$ cat src/rtl/control_sequencer.sv
// Hardwired control unit for the single-bus CPU datapath.
// A T-state counter advances one step per clock. Every control strobe is
// decoded combinationally from the registered state together with the
// opcode, which the datapath holds stable from T3 onwards. CON_FF is also
// used, but only in the branch T6 step.
module control_sequencer #(
  parameter int OPW = 5
) (
  input  logic        clk,
  input  logic        reset,
  input  logic [31:0] IR,
  input  logic        CON_FF,
  output logic        HIout,
  output logic        LOout,
  output logic        Zhighout,
  output logic        Zlowout,
  output logic        PCout,
  output logic        MDRout,
  output logic        INout,
  output logic        Cout,
  output logic        HIin,
  output logic        LOin,
  output logic        PCin,
  output logic        IRin,
  output logic        Zin,
  output logic        Yin,
  output logic        MARin,
  output logic        MDRin,
  output logic        CONin,
  output logic        OUT_Portin,
  output logic        Read,
  output logic        read_mem,
  output logic        write_mem,
  output logic        IncPC,
  output logic        PCSave,
  output logic        CON_RESET,
  output logic        AND,
  output logic        OR,
  output logic        ADD,
  output logic        SUB,
  output logic        MUL,
  output logic        DIV,
  output logic        SHR,
  output logic        SHRA,
  output logic        SHL,
  output logic        ROR,
  output logic        ROL,
  output logic        NEG,
  output logic        NOT,
  output logic        Gra,
  output logic        Grb,
  output logic        Grc,
  output logic        Rin,
  output logic        Rout,
  output logic        BAout,
  output logic        Run
);

  typedef enum logic [3:0] {
    S_RST  = 4'd0,
    S_T0   = 4'd1,
    S_T1   = 4'd2,
    S_T2   = 4'd3,
    S_T3   = 4'd4,
    S_T4   = 4'd5,
    S_T5   = 4'd6,
    S_T6   = 4'd7,
    S_T7   = 4'd8,
    S_HALT = 4'd9
  } state_e;

  typedef struct packed {
    logic and_op;
    logic or_op;
    logic add_op;
    logic sub_op;
    logic mul_op;
    logic div_op;
    logic shr_op;
    logic shra_op;
    logic shl_op;
    logic ror_op;
    logic rol_op;
    logic neg_op;
    logic not_op;
  } alu_t;

  localparam logic [OPW-1:0] OP_LD   = 5'b00000;
  localparam logic [OPW-1:0] OP_LDI  = 5'b00001;
  localparam logic [OPW-1:0] OP_ST   = 5'b00010;
  localparam logic [OPW-1:0] OP_ADD  = 5'b00011;
  localparam logic [OPW-1:0] OP_SUB  = 5'b00100;
  localparam logic [OPW-1:0] OP_AND  = 5'b00101;
  localparam logic [OPW-1:0] OP_OR   = 5'b00110;
  localparam logic [OPW-1:0] OP_ROR  = 5'b00111;
  localparam logic [OPW-1:0] OP_ROL  = 5'b01000;
  localparam logic [OPW-1:0] OP_SHR  = 5'b01001;
  localparam logic [OPW-1:0] OP_SHRA = 5'b01010;
  localparam logic [OPW-1:0] OP_SHL  = 5'b01011;
  localparam logic [OPW-1:0] OP_ADDI = 5'b01100;
  localparam logic [OPW-1:0] OP_ANDI = 5'b01101;
  localparam logic [OPW-1:0] OP_ORI  = 5'b01110;
  localparam logic [OPW-1:0] OP_MUL  = 5'b01111;
  localparam logic [OPW-1:0] OP_DIV  = 5'b10000;
  localparam logic [OPW-1:0] OP_NEG  = 5'b10001;
  localparam logic [OPW-1:0] OP_NOT  = 5'b10010;
  localparam logic [OPW-1:0] OP_BR   = 5'b10011;
  localparam logic [OPW-1:0] OP_JR   = 5'b10100;
  localparam logic [OPW-1:0] OP_JAL  = 5'b10101;
  localparam logic [OPW-1:0] OP_IN   = 5'b10110;
  localparam logic [OPW-1:0] OP_OUT  = 5'b10111;
  localparam logic [OPW-1:0] OP_MFHI = 5'b11000;
  localparam logic [OPW-1:0] OP_MFLO = 5'b11001;
  localparam logic [OPW-1:0] OP_NOP  = 5'b11010;
  localparam logic [OPW-1:0] OP_HALT = 5'b11011;

  // ALU select for the instruction's own operation (immediates map onto
  // their register-form op).
  function automatic alu_t alu_for(input logic [OPW-1:0] op);
    alu_t a;
    a = '0;
    case (op)
      OP_ADD, OP_ADDI: a.add_op  = 1'b1;
      OP_SUB:          a.sub_op  = 1'b1;
      OP_AND, OP_ANDI: a.and_op  = 1'b1;
      OP_OR, OP_ORI:   a.or_op   = 1'b1;
      OP_ROR:          a.ror_op  = 1'b1;
      OP_ROL:          a.rol_op  = 1'b1;
      OP_SHR:          a.shr_op  = 1'b1;
      OP_SHRA:         a.shra_op = 1'b1;
      OP_SHL:          a.shl_op  = 1'b1;
      OP_MUL:          a.mul_op  = 1'b1;
      OP_DIV:          a.div_op  = 1'b1;
      OP_NEG:          a.neg_op  = 1'b1;
      OP_NOT:          a.not_op  = 1'b1;
      default:         a = '0;
    endcase
    return a;
  endfunction

  state_e         state_q, state_d;
  state_e         last_s;
  alu_t           alu_s;
  logic [OPW-1:0] op_s;
  logic           unused_ir_s;

  assign op_s = IR[31 -: OPW];
  // Operand fields are consumed by the datapath's register-select logic.
  assign unused_ir_s = ^IR[31-OPW:0];

  // Final execute step of the current opcode; the step after it is T0.
  always_comb begin
    last_s = S_T3;
    case (op_s)
      OP_ADD, OP_SUB, OP_AND, OP_OR, OP_ROR, OP_ROL, OP_SHR, OP_SHRA, OP_SHL,
      OP_ADDI, OP_ANDI, OP_ORI, OP_LDI: last_s = S_T5;
      OP_LD, OP_ST:                     last_s = S_T7;
      OP_MUL, OP_DIV, OP_BR:            last_s = S_T6;
      OP_NEG, OP_NOT, OP_JAL:           last_s = S_T4;
      default:                          last_s = S_T3;
    endcase
  end

  // State register; reset forces RST immediately, independent of the clock.
  always_ff @(posedge clk or negedge reset) begin
    if (!reset) begin
      state_q <= S_RST;
    end else begin
      state_q <= state_d;
    end
  end

  // Next-state: fetch T0-T2, then dispatch on opcode; HALT is left only by reset.
  always_comb begin
    state_d = state_q;
    case (state_q)
      S_RST: state_d = S_T0;
      S_T0:  state_d = S_T1;
      S_T1:  state_d = S_T2;
      S_T2: begin
        if (op_s == OP_HALT) begin
          state_d = S_HALT;
        end else if ((op_s == OP_NOP) || (op_s[4:2] == 3'b111)) begin
          state_d = S_T0;
        end else begin
          state_d = S_T3;
        end
      end
      S_T3, S_T4, S_T5, S_T6: begin
        if (state_q == last_s) begin
          state_d = S_T0;
        end else begin
          state_d = state_e'(state_q + 4'd1);
        end
      end
      S_T7:   state_d = S_T0;
      S_HALT: state_d = S_HALT;
      default: state_d = S_RST;
    endcase
  end

  // Strobe decode: everything defaults low, each step raises only its own set.
  always_comb begin
    HIout = 1'b0; LOout = 1'b0; Zhighout = 1'b0; Zlowout = 1'b0;
    PCout = 1'b0; MDRout = 1'b0; INout = 1'b0; Cout = 1'b0;
    HIin = 1'b0; LOin = 1'b0; PCin = 1'b0; IRin = 1'b0; Zin = 1'b0;
    Yin = 1'b0; MARin = 1'b0; MDRin = 1'b0; CONin = 1'b0; OUT_Portin = 1'b0;
    Read = 1'b0; read_mem = 1'b0; write_mem = 1'b0; IncPC = 1'b0;
    PCSave = 1'b0; CON_RESET = 1'b0;
    Gra = 1'b0; Grb = 1'b0; Grc = 1'b0; Rin = 1'b0; Rout = 1'b0; BAout = 1'b0;
    alu_s = '0;
    Run = (state_q != S_RST) && (state_q != S_HALT);
    case (state_q)
      S_RST: CON_RESET = 1'b1;
      S_T0: begin IncPC = 1'b1; PCin = 1'b1; MARin = 1'b1; end
      S_T1: begin MDRin = 1'b1; Read = 1'b1; read_mem = 1'b1; end
      S_T2: begin MDRout = 1'b1; IRin = 1'b1; end
      S_T3: begin
        case (op_s)
          OP_ADD, OP_SUB, OP_AND, OP_OR, OP_ROR, OP_ROL, OP_SHR, OP_SHRA, OP_SHL,
          OP_ADDI, OP_ANDI, OP_ORI: begin Grb = 1'b1; Rout = 1'b1; Yin = 1'b1; end
          OP_LDI, OP_LD, OP_ST:     begin Grb = 1'b1; BAout = 1'b1; Yin = 1'b1; end
          OP_MUL, OP_DIV:           begin Gra = 1'b1; Rout = 1'b1; Yin = 1'b1; end
          OP_NEG, OP_NOT: begin
            Grb = 1'b1; Rout = 1'b1; Zin = 1'b1; alu_s = alu_for(op_s);
          end
          OP_BR:   begin Gra = 1'b1; Rout = 1'b1; CONin = 1'b1; end
          OP_JR:   begin Gra = 1'b1; Rout = 1'b1; PCin = 1'b1; end
          OP_JAL:  PCSave = 1'b1;
          OP_IN:   begin INout = 1'b1; Gra = 1'b1; Rin = 1'b1; end
          OP_OUT:  begin Gra = 1'b1; Rout = 1'b1; OUT_Portin = 1'b1; end
          OP_MFHI: begin HIout = 1'b1; Gra = 1'b1; Rin = 1'b1; end
          OP_MFLO: begin LOout = 1'b1; Gra = 1'b1; Rin = 1'b1; end
          default: ;
        endcase
      end
      S_T4: begin
        case (op_s)
          OP_ADD, OP_SUB, OP_AND, OP_OR, OP_ROR, OP_ROL, OP_SHR, OP_SHRA, OP_SHL: begin
            Grc = 1'b1; Rout = 1'b1; Zin = 1'b1; alu_s = alu_for(op_s);
          end
          OP_ADDI, OP_ANDI, OP_ORI: begin
            Cout = 1'b1; Zin = 1'b1; alu_s = alu_for(op_s);
          end
          OP_LDI, OP_LD, OP_ST: begin Cout = 1'b1; Zin = 1'b1; alu_s.add_op = 1'b1; end
          OP_MUL, OP_DIV: begin
            Grb = 1'b1; Rout = 1'b1; Zin = 1'b1; alu_s = alu_for(op_s);
          end
          OP_NEG, OP_NOT: begin Zlowout = 1'b1; Gra = 1'b1; Rin = 1'b1; end
          OP_BR:          begin PCout = 1'b1; Yin = 1'b1; end
          OP_JAL:         begin Gra = 1'b1; Rout = 1'b1; PCin = 1'b1; end
          default: ;
        endcase
      end
      S_T5: begin
        case (op_s)
          OP_ADD, OP_SUB, OP_AND, OP_OR, OP_ROR, OP_ROL, OP_SHR, OP_SHRA, OP_SHL,
          OP_ADDI, OP_ANDI, OP_ORI, OP_LDI: begin Zlowout = 1'b1; Gra = 1'b1; Rin = 1'b1; end
          OP_LD, OP_ST:   begin Zlowout = 1'b1; MARin = 1'b1; end
          OP_MUL, OP_DIV: begin Zlowout = 1'b1; LOin = 1'b1; end
          OP_BR:          begin Cout = 1'b1; Zin = 1'b1; alu_s.add_op = 1'b1; end
          default: ;
        endcase
      end
      S_T6: begin
        case (op_s)
          OP_LD:          begin Read = 1'b1; read_mem = 1'b1; MDRin = 1'b1; end
          OP_ST:          begin Gra = 1'b1; Rout = 1'b1; MDRin = 1'b1; end
          OP_MUL, OP_DIV: begin Zhighout = 1'b1; HIin = 1'b1; end
          OP_BR: begin
            // Branch taken only when the condition flip-flop is set.
            if (CON_FF) begin
              PCin = 1'b1; Zlowout = 1'b1;
            end else begin
              PCin = 1'b0; Zlowout = 1'b0;
            end
          end
          default: ;
        endcase
      end
      S_T7: begin
        case (op_s)
          OP_LD:   begin MDRout = 1'b1; Gra = 1'b1; Rin = 1'b1; end
          OP_ST:   write_mem = 1'b1;
          default: ;
        endcase
      end
      default: ;
    endcase
  end

  assign AND  = alu_s.and_op;
  assign OR   = alu_s.or_op;
  assign ADD  = alu_s.add_op;
  assign SUB  = alu_s.sub_op;
  assign MUL  = alu_s.mul_op;
  assign DIV  = alu_s.div_op;
  assign SHR  = alu_s.shr_op;
  assign SHRA = alu_s.shra_op;
  assign SHL  = alu_s.shl_op;
  assign ROR  = alu_s.ror_op;
  assign ROL  = alu_s.rol_op;
  assign NEG  = alu_s.neg_op;
  assign NOT  = alu_s.not_op;

endmodule

$ cat config.mk
export PLATFORM = sky130hd
export DESIGN_NAME = control_sequencer
export DESIGN_NICKNAME = d
export VERILOG_FILES = /design/src/rtl/control_sequencer.sv
export SDC_FILE = /design/constraint.sdc
export NUM_CORES = 1
export LEC_CHECK = 0
export ABC_AREA = 0
export CORE_MARGIN = 1
export CORE_UTILIZATION = 41
export CTS_BUF_LIST = sky130_fd_sc_hd__clkbuf_4 sky130_fd_sc_hd__clkbuf_8
export CTS_CLUSTER_DIAMETER = 200
export DETAILED_ROUTE_END_ITERATION = 10
export HOLD_SLACK_MARGIN = 0.03
export PLACE_DENSITY = 0.89
export SLEW_MARGIN = 20
export SYNTH_ARGS = -nofsm -noshare
export SYNTH_HDL_FRONTEND = slang
export SYNTH_SLANG_ARGS = --single-unit
$ cat constraint.sdc
create_clock -name clk -period 4.1 [get_ports clk]
set_input_delay 0.82 -clock clk [delete_from_list [all_inputs] [get_ports clk]]
set_output_delay 0.82 -clock clk [all_outputs]
set_load 0.01 [all_outputs]
==> impl_results.md, run 1 <==
* Clock sink count at 4
* # setup viols final at 0
* Vias in the first global route at 1497
* Vias per Instance at between 5 and 6
* Die Wd at approximately 57 microns
* Number of distinct library cells after synthesis at 53
* Arrival @ worst endpoint at roughly 3.2 ns
* Commonest non-fill, non-tap cell in the layout: sky130_fd_sc_hd__clkdlybuf4s50_1
* Instance count of the mapped netlist at 188
* Maximum net fanout on the critical path at 4
* Run status: finished, final reports clean
* Final Max Slew Viols at 0
* Port buffer count at a little over 50
* Ports placed on the boundary at 79
* Die Area at around 3200 sq um
* Count of warnings emitted by yosys at 0
* Worst clock skew on the final layout at a little over 0.004 ns
* Clock Pin Slew Worst Setup and Hold Paths at 0.04 ns
* Synthesized area at 1220 sq um
* Fraction of the yosys area taken by sequential cells at under 10%
* Routed Antenna Nets at 0
* Avg Inst Size Synth at 6.50 sq um
* Number of flip-flops in the largest register at 4
* Number of maximum-capacitance violations at 0
* Sequential cell area in the final layout at 100 sq um
* Gp weighted congestion at 0.946
* Power density of the placed cells at 321 nW/um^2
* Type of the worst setup path: in -> out
* Number of flops mapped to enable cells by yosys at 0
* All-layer global routing usage at approximately 25%
* Peak Freq at roughly 0.25 GHz
* Most used cells in the layout excluding fill and tap cells: sky130_fd_sc_hd__clkdlybuf4s50_1, sky130_fd_sc_hd__buf_4, sky130_fd_sc_hd__nor2_1, sky130_fd_sc_hd__nand2_1, sky130_fd_sc_hd__nor3_1
* Clock root buffer: sky130_fd_sc_hd__clkbuf_4
* Buffers inserted by post-CTS timing repair at 0
* Final period demand of the worst path at 4.04 ns
* Number of antenna violations at the first check in global routing at 0
* Count of state elements after synthesis at 4
* Layout cell share with drive strength beyond 1 at 17.1%
* Initial Util at between 40% and 50%
* Worst EP required at between 3 and 4 ns
* Wire length of the first global-routing pass at 6530 microns
* Core box area at 2780 sq um
* Iter 0 DRT Violations at 77
* Number of hold-slack violations in the final timing report at 0
* Registers with the highest flip-flop counts: state_q: 4 flops
* Worst setup SP type: input port
* Skew-Pair Late Insertion Delay at between 0.2 and 0.25 ns
* Die outline height at ~57 microns
* Area growth syn-to-layout at 57.0%
* Avg WL per Cell at 14.1 microns
* Measured slew at the worst slew-check pin at roughly 0.58 ns
* Top cells by area, synth: sky130_fd_sc_hd__dfrtp_1, sky130_fd_sc_hd__ha_1, sky130_fd_sc_hd__nor2_1
* Maximum vdd drop at around 0.41 mV
* Largest register by flop count: state_q
* Kind of capture point of the worst setup path: output port
* Footprint of the multi-input gates at between 1000 and 1500 sq um
* Net Count, Synth at roughly 230
* First-pass detailed-route iteration total at 4
* Drt drc at 0
* Number of placement rows at 19
* Count of antenna diodes in the layout at 0
* Number of nets in the final layout at 290
* Maximum clock path buffer count at 2
* Hold slack final at about 0.66 ns
* Worst-case headroom to the max-slew limit at between 60 and 70%
* Pin count of the biggest net entering global routing at 19
* Estimated wirelength of the detail-placed design at between 3000 and 4000 microns
* LEAKAGE at around 0.82 nW
* Fraction of the cycle the final worst path needs at between 90% and 100%
* Number of buffers created by CTS at 3
* Worst min path class: reg -> reg
* Top cell type's share of synthesized area at 8.20%
* Predominant post-synthesis flop cell: sky130_fd_sc_hd__dfrtp_1
* Vias at approximately 1700
* TritonCTS clock tree: done
* Overflow left after global routing at 0
* Yosys top cell by area: sky130_fd_sc_hd__dfrtp_1
* Fill cell total of the finished layout at about 230
* Htree depth at 1
* Accumulated negative setup slack at 0 ns
* Final Routed Wirelength at 3900 microns
* Async SR Flop Fraction at 100%
## metal layers
layer | share of wire, % | wire length, microns | GRT usage (%)
met2 | 48 | 1860 | 40.7
met3 | 8.6 | 337 | 1.38
met4 | 0.77 | 30 | 9.06
met5 | 0 | 0 | 0
met1 | 43 | 1670 | 33.3
## critical path: stages
cell and delay [ns]:
sky130_fd_sc_hd__clkdlybuf4s50_1 0.45, sky130_fd_sc_hd__inv_1 0.10, sky130_fd_sc_hd__ha_1 0.23, sky130_fd_sc_hd__buf_4 0.16, sky130_fd_sc_hd__o21bai_1 0.06, sky130_fd_sc_hd__a221o_1 0.34
sky130_fd_sc_hd__a211o_1 0.30, sky130_fd_sc_hd__nand4_1 0.12, sky130_fd_sc_hd__a2111o_1 0.11, sky130_fd_sc_hd__clkdlybuf4s50_1 0.54
## cell families after synthesis
kind of cell / count (synthesis) / share of synthesized area (%)
AND/OR/NAND/NOR: 98 / 43.0
AO/OA/AOI/OAI: 46 / 27.7
buffers and inverters: 29 / 10.7
adder cells (fa/ha/maj): 8 / 8.20
flip-flops: 4 / 8.20
XOR/XNOR: 2 / 1.43
multiplexers: 1 / 0.820
## stage by stage
step | util (%) | worst slack (ns) | area, sq um | std cells | total power, mW
detailed placement | 66.5 | -0.0360 | 1850 | 273 | 0.564
global route | 68.9 | -0.0218 | 1920 | 276 | 0.666
CTS | 67.5 | -0.00370 | 1880 | 276 | 0.613
global placement | 66.5 | 0.0147 | 1850 | 273 | 0.551
finish | 68.9 | 0.0584 | 1920 | 276 | 0.615
floorplan | - | 0.869 | 1220 | 188 | 0.370
## cell type report
cell class | instances | share of cell area, %
Clock buffer | 3 | 1.17
Inverter | 8 | 1.57
Multi-Input combinational cell | 155 | 53.5
Sequential cell | 4 | 5.22
Tap cell | 31 | 2.02
Timing Repair Buffer | 75 | 36.6
## Yosys cell counts (all sizes together), types with 2 or more instances
library cell / instances
a21oi: 5
buf: 9
nor2: 18
o22ai: 4
dfrtp: 4
a2111oi: 2
nand4b: 2
nand2: 17
inv: 8
a31o: 2
nand4: 4
nor2b: 5
a211oi: 2
o21ai: 8
a31oi: 3
o21bai: 2
ha: 8
nor4: 3
nand2b: 9
nor3: 13
o31ai: 2
o211ai: 2
a211o: 3
and2: 8
o41ai: 2
and3: 3
or2: 3
clkbuf: 12
nand3: 7
## worst paths after layout
check                      slack (ns)  startpoint  depth (start not counted)         end
hold / removal                   0.66  state_q[2]                          1  state_q[3]
setup reg to reg                 2.14  state_q[2]                          4  state_q[2]
hold reg to reg                  0.66  state_q[2]                          1  state_q[3]
max in group asynchronous        3.15       reset                          1  state_q[0]
min in group asynchronous        0.79       reset                          1  state_q[3]
setup / recovery                 0.06      IR[28]                         10         Gra
## report_power, final
group | leakage (nW) | total [mW] | switching, mW | internal (mW)
clock network | 0.0138 | 0.0463 | 0.0137 | 0.0326
logic | 0.757 | 0.486 | 0.250 | 0.236
registers | 0.0512 | 0.0831 | 0.0276 | 0.0555
total | 0.822 | 0.615 | 0.291 | 0.324
## what timing repair did
| action | CTS | global route |
|---|---|---|
| hold buffers | 0 | 0 |
| resized for setup | 1 | 11 |
| endpoints found under the setup margin | 2 | 13 |
| endpoints found under the hold margin | 0 | 0 |
Power figures use the tool's default switching activity.
==> run 2, diff against run 1 <==
--- a/config.mk
+++ b/config.mk
@@ -11,9 +11,10 @@
 export CTS_BUF_LIST = sky130_fd_sc_hd__clkbuf_4 sky130_fd_sc_hd__clkbuf_8
 export CTS_CLUSTER_DIAMETER = 200
 export DETAILED_ROUTE_END_ITERATION = 10
+export GPL_TIMING_DRIVEN = 0
 export HOLD_SLACK_MARGIN = 0.03
 export PLACE_DENSITY = 0.89
-export SLEW_MARGIN = 20
+export SLEW_MARGIN = 10
 export SYNTH_ARGS = -nofsm -noshare
 export SYNTH_HDL_FRONTEND = slang
 export SYNTH_SLANG_ARGS = --single-unit
==> impl_results.md, run 2 (synthesis results as in run 1) <==
* Clock Pin Slew Worst Setup and Hold Paths at approximately 0.040 ns
* Wire length of the first global-routing pass at ~6300 microns
* Worst clock skew on the final layout at around 0.0028 ns
* Clock sink count at 4
* Core box area at 2780 sq um
* Final period demand of the worst path at about 4.0 ns
* Launch instance of the worst register-to-register path: state_q[1]
* Clock root buffer: sky130_fd_sc_hd__clkbuf_4
* Worst min-delay path endpoint: state_q[3]
* Largest register by flop count: state_q
* Logic gate share of total power at between 80 and 90%
* Avg WL per Cell at about 14 microns
* Area growth syn-to-layout at 50.3%
* Final worst-path setup slack at about 0.13 ns
* Measured slew at the worst slew-check pin at 0.550 ns
* Length in cells of the worst reg-to-reg path at 6
* Vias at 1597
* TritonCTS clock tree: done
* Worst EP required at 3.28 ns
* Peak Freq at approximately 0.25 GHz
* Final Max Slew Viols at 0
* Switching Power at 0.295 mW
* Depth of the worst hold-timing path at 2
* Overflow left after global routing at 0
* Drt drc at 0
* Type of the worst setup path: in -> out
* Ports placed on the boundary at slightly below 80
* Largest delay contributor family on the critical path: buffers and inverters
* Quantity of hold-fixing buffers added after cts at 0
* Unrepaired setup endpoints after global routing: no
* Worst flop-to-flop path endpoint: state_q[1]
* Number of maximum-capacitance violations at 0
* Routed Antenna Nets at 0
* Switching Share at 47.8%
* CP max stage cell: sky130_fd_sc_hd__clkdlybuf4s50_1
* Worst-case headroom to the max-slew limit at around 63%
* Number of nets in the final layout at 284
* Registers with the highest flip-flop counts: state_q: 4 flops
* Initial Util at a little over two fifths
* Estimated wirelength of the detail-placed design at between 2000 and 3000 microns
* Worst slack at placement at -0.416 ns
* Worst setup SP type: input port
* Count of antenna diodes in the layout at 0
* Fraction of the cycle the final worst path needs at between 90% and 100%
* Pin count of the biggest net entering global routing at 11
* LEAKAGE at roughly 0.74 nW
* Htree depth at 1
* First-pass detailed-route iteration total at 5
* Port buffer count at 49
* Vias in the first global route at ~1400
* Run status: finished, final reports clean
* Number of placement rows at 19
* Stages on worst setup path at 9
* Number of flip-flops in the largest register at 4
* Die Wd at between 50 and 60 microns
* Commonest non-fill, non-tap cell in the layout: sky130_fd_sc_hd__clkdlybuf4s50_1
* Maximum cell stage delay along the critical path at approximately 0.52 ns
* All-layer global routing usage at between 20% and 30%
* Crit path buffers/inverters at 3
* Worst Hold Launch: state_q[2]
* Part of the power in registers at between 10% and 20%
* Power density of the placed cells at around 340 nW/um^2
* Internal power contribution at approximately 0.32 mW
* Die Area at ~3200 sq um
* Maximum vdd drop at between 0.4 and 0.5 mV
* Maximum net fanout on the critical path at 10
* Number of antenna violations at the first check in global routing at 0
* Die outline height at between 50 and 60 microns
* Number of buffers created by CTS at 3
* Fill cell total of the finished layout at about 240
* Iter 0 DRT Violations at 95
* Skew-Pair Late Insertion Delay at roughly 0.23 ns
* Worst min path class: reg -> reg
* Number of hold-slack violations in the final timing report at 0
* Arrival @ worst endpoint at 3.15 ns
* # setup viols final at 0
* Final Total Pwr at 0.617 mW
* Maximum clock path buffer count at 2
* Most used cells in the layout excluding fill and tap cells: sky130_fd_sc_hd__clkdlybuf4s50_1, sky130_fd_sc_hd__nor2_1, sky130_fd_sc_hd__nand2_1
* Kind of capture point of the worst setup path: output port
* Cell type with the highest occurrence count on the critical path: sky130_fd_sc_hd__clkdlybuf4s50_1
* Share of power burned in the clock network at ~7.5%
* Critical path, cell by cell: clkdlybuf4s50_1 -> inv_2 -> ha_4 -> or2_2 -> nor2_1 -> nor4_2 -> a21oi_1 -> o41ai_1 -> clkdlybuf4s50_1
* Final Routed Wirelength at around 4000 microns
* Gp weighted congestion at approximately 0.93
* Vias per Instance at between 5 and 6
* Internal reg-to-reg setup slack at roughly 2.2 ns
* Layout cell share with drive strength beyond 1 at 13.0%
## run 2: how the worst max path moves through the flow
stage | endpoint | start | slack [ns]
finish | Cout | IR[28] | 0.13
global route | ADD | IR[28] | 0.02
CTS | Gra | IR[27] | 0.006
detailed placement | NEG | IR[27] | -0.42
global placement | NEG | IR[27] | -0.38
floorplan | NEG | IR[27] | 0.87
## run 2: per-layer routing
metal	track usage, %	vias to the layer above	part of all wire, %
met3	1.38	4	8.1
met4	8.36	0	1.2
met5	0	-	0
met1	33.6	712	45
li1	-	790	-
met2	37.5	91	46
## run 2: what timing repair did
item	CTS	global route
endpoints found under the hold margin	0	0
resized for setup	12	8
buffers inserted	0	1
endpoints found under the setup margin	17	11
## run 2: layout make-up
class | count | area (sq um) | share of cell area [%]
Buffer | 19 | 96.3 | 5.25
Clock buffer | 3 | 22.5 | 1.23
Multi-Input combinational cell | 155 | 1040 | 56.9
Timing Repair Buffer | 50 | 504 | 27.5
Inverter | 8 | 30.0 | 1.64
Sequential cell | 4 | 100 | 5.45
Tap cell | 31 | 38.8 | 2.11
## run 2: worst reg2reg max path, cell delays in order, from the launching register on
cell	delay, ns
sky130_fd_sc_hd__dfrtp_1	0.42
sky130_fd_sc_hd__inv_1	0.11
sky130_fd_sc_hd__ha_1	0.19
sky130_fd_sc_hd__clkbuf_1	0.19
sky130_fd_sc_hd__o41ai_1	0.61
sky130_fd_sc_hd__nand2b_1	0.18
sky130_fd_sc_hd__o21ai_1	0.06
## run 2: power by group through the flow
| stage | combinational, mW | sequential, mW | clock (mW) |
|---|---|---|---|
| 6_report | 0.499 | 0.0726 | 0.0460 |
| 5_1_grt | 0.541 | 0.0754 | 0.0499 |
| 4_1_cts | 0.495 | 0.0727 | 0.0483 |
| 3_5_place_dp | 0.490 | 0.0732 | 0 |
| 3_3_place_gp | 0.482 | 0.0718 | 0 |
| 2_1_floorplan | 0.302 | 0.0686 | 0 |
## run 2: stage by stage
stage	setup TNS [ns]	cell area (sq um)	util [%]	instances	hold WS, ns
6_report	0	1840	66.0	270	0.747
5_1_grt	0	1840	66.0	270	0.811
3_3_place_gp	-2.78	1750	62.9	268	0.733
3_5_place_dp	-2.96	1750	62.9	268	0.732
2_1_floorplan	0	1220	-	188	0.524
4_1_cts	0	1800	64.8	269	0.741
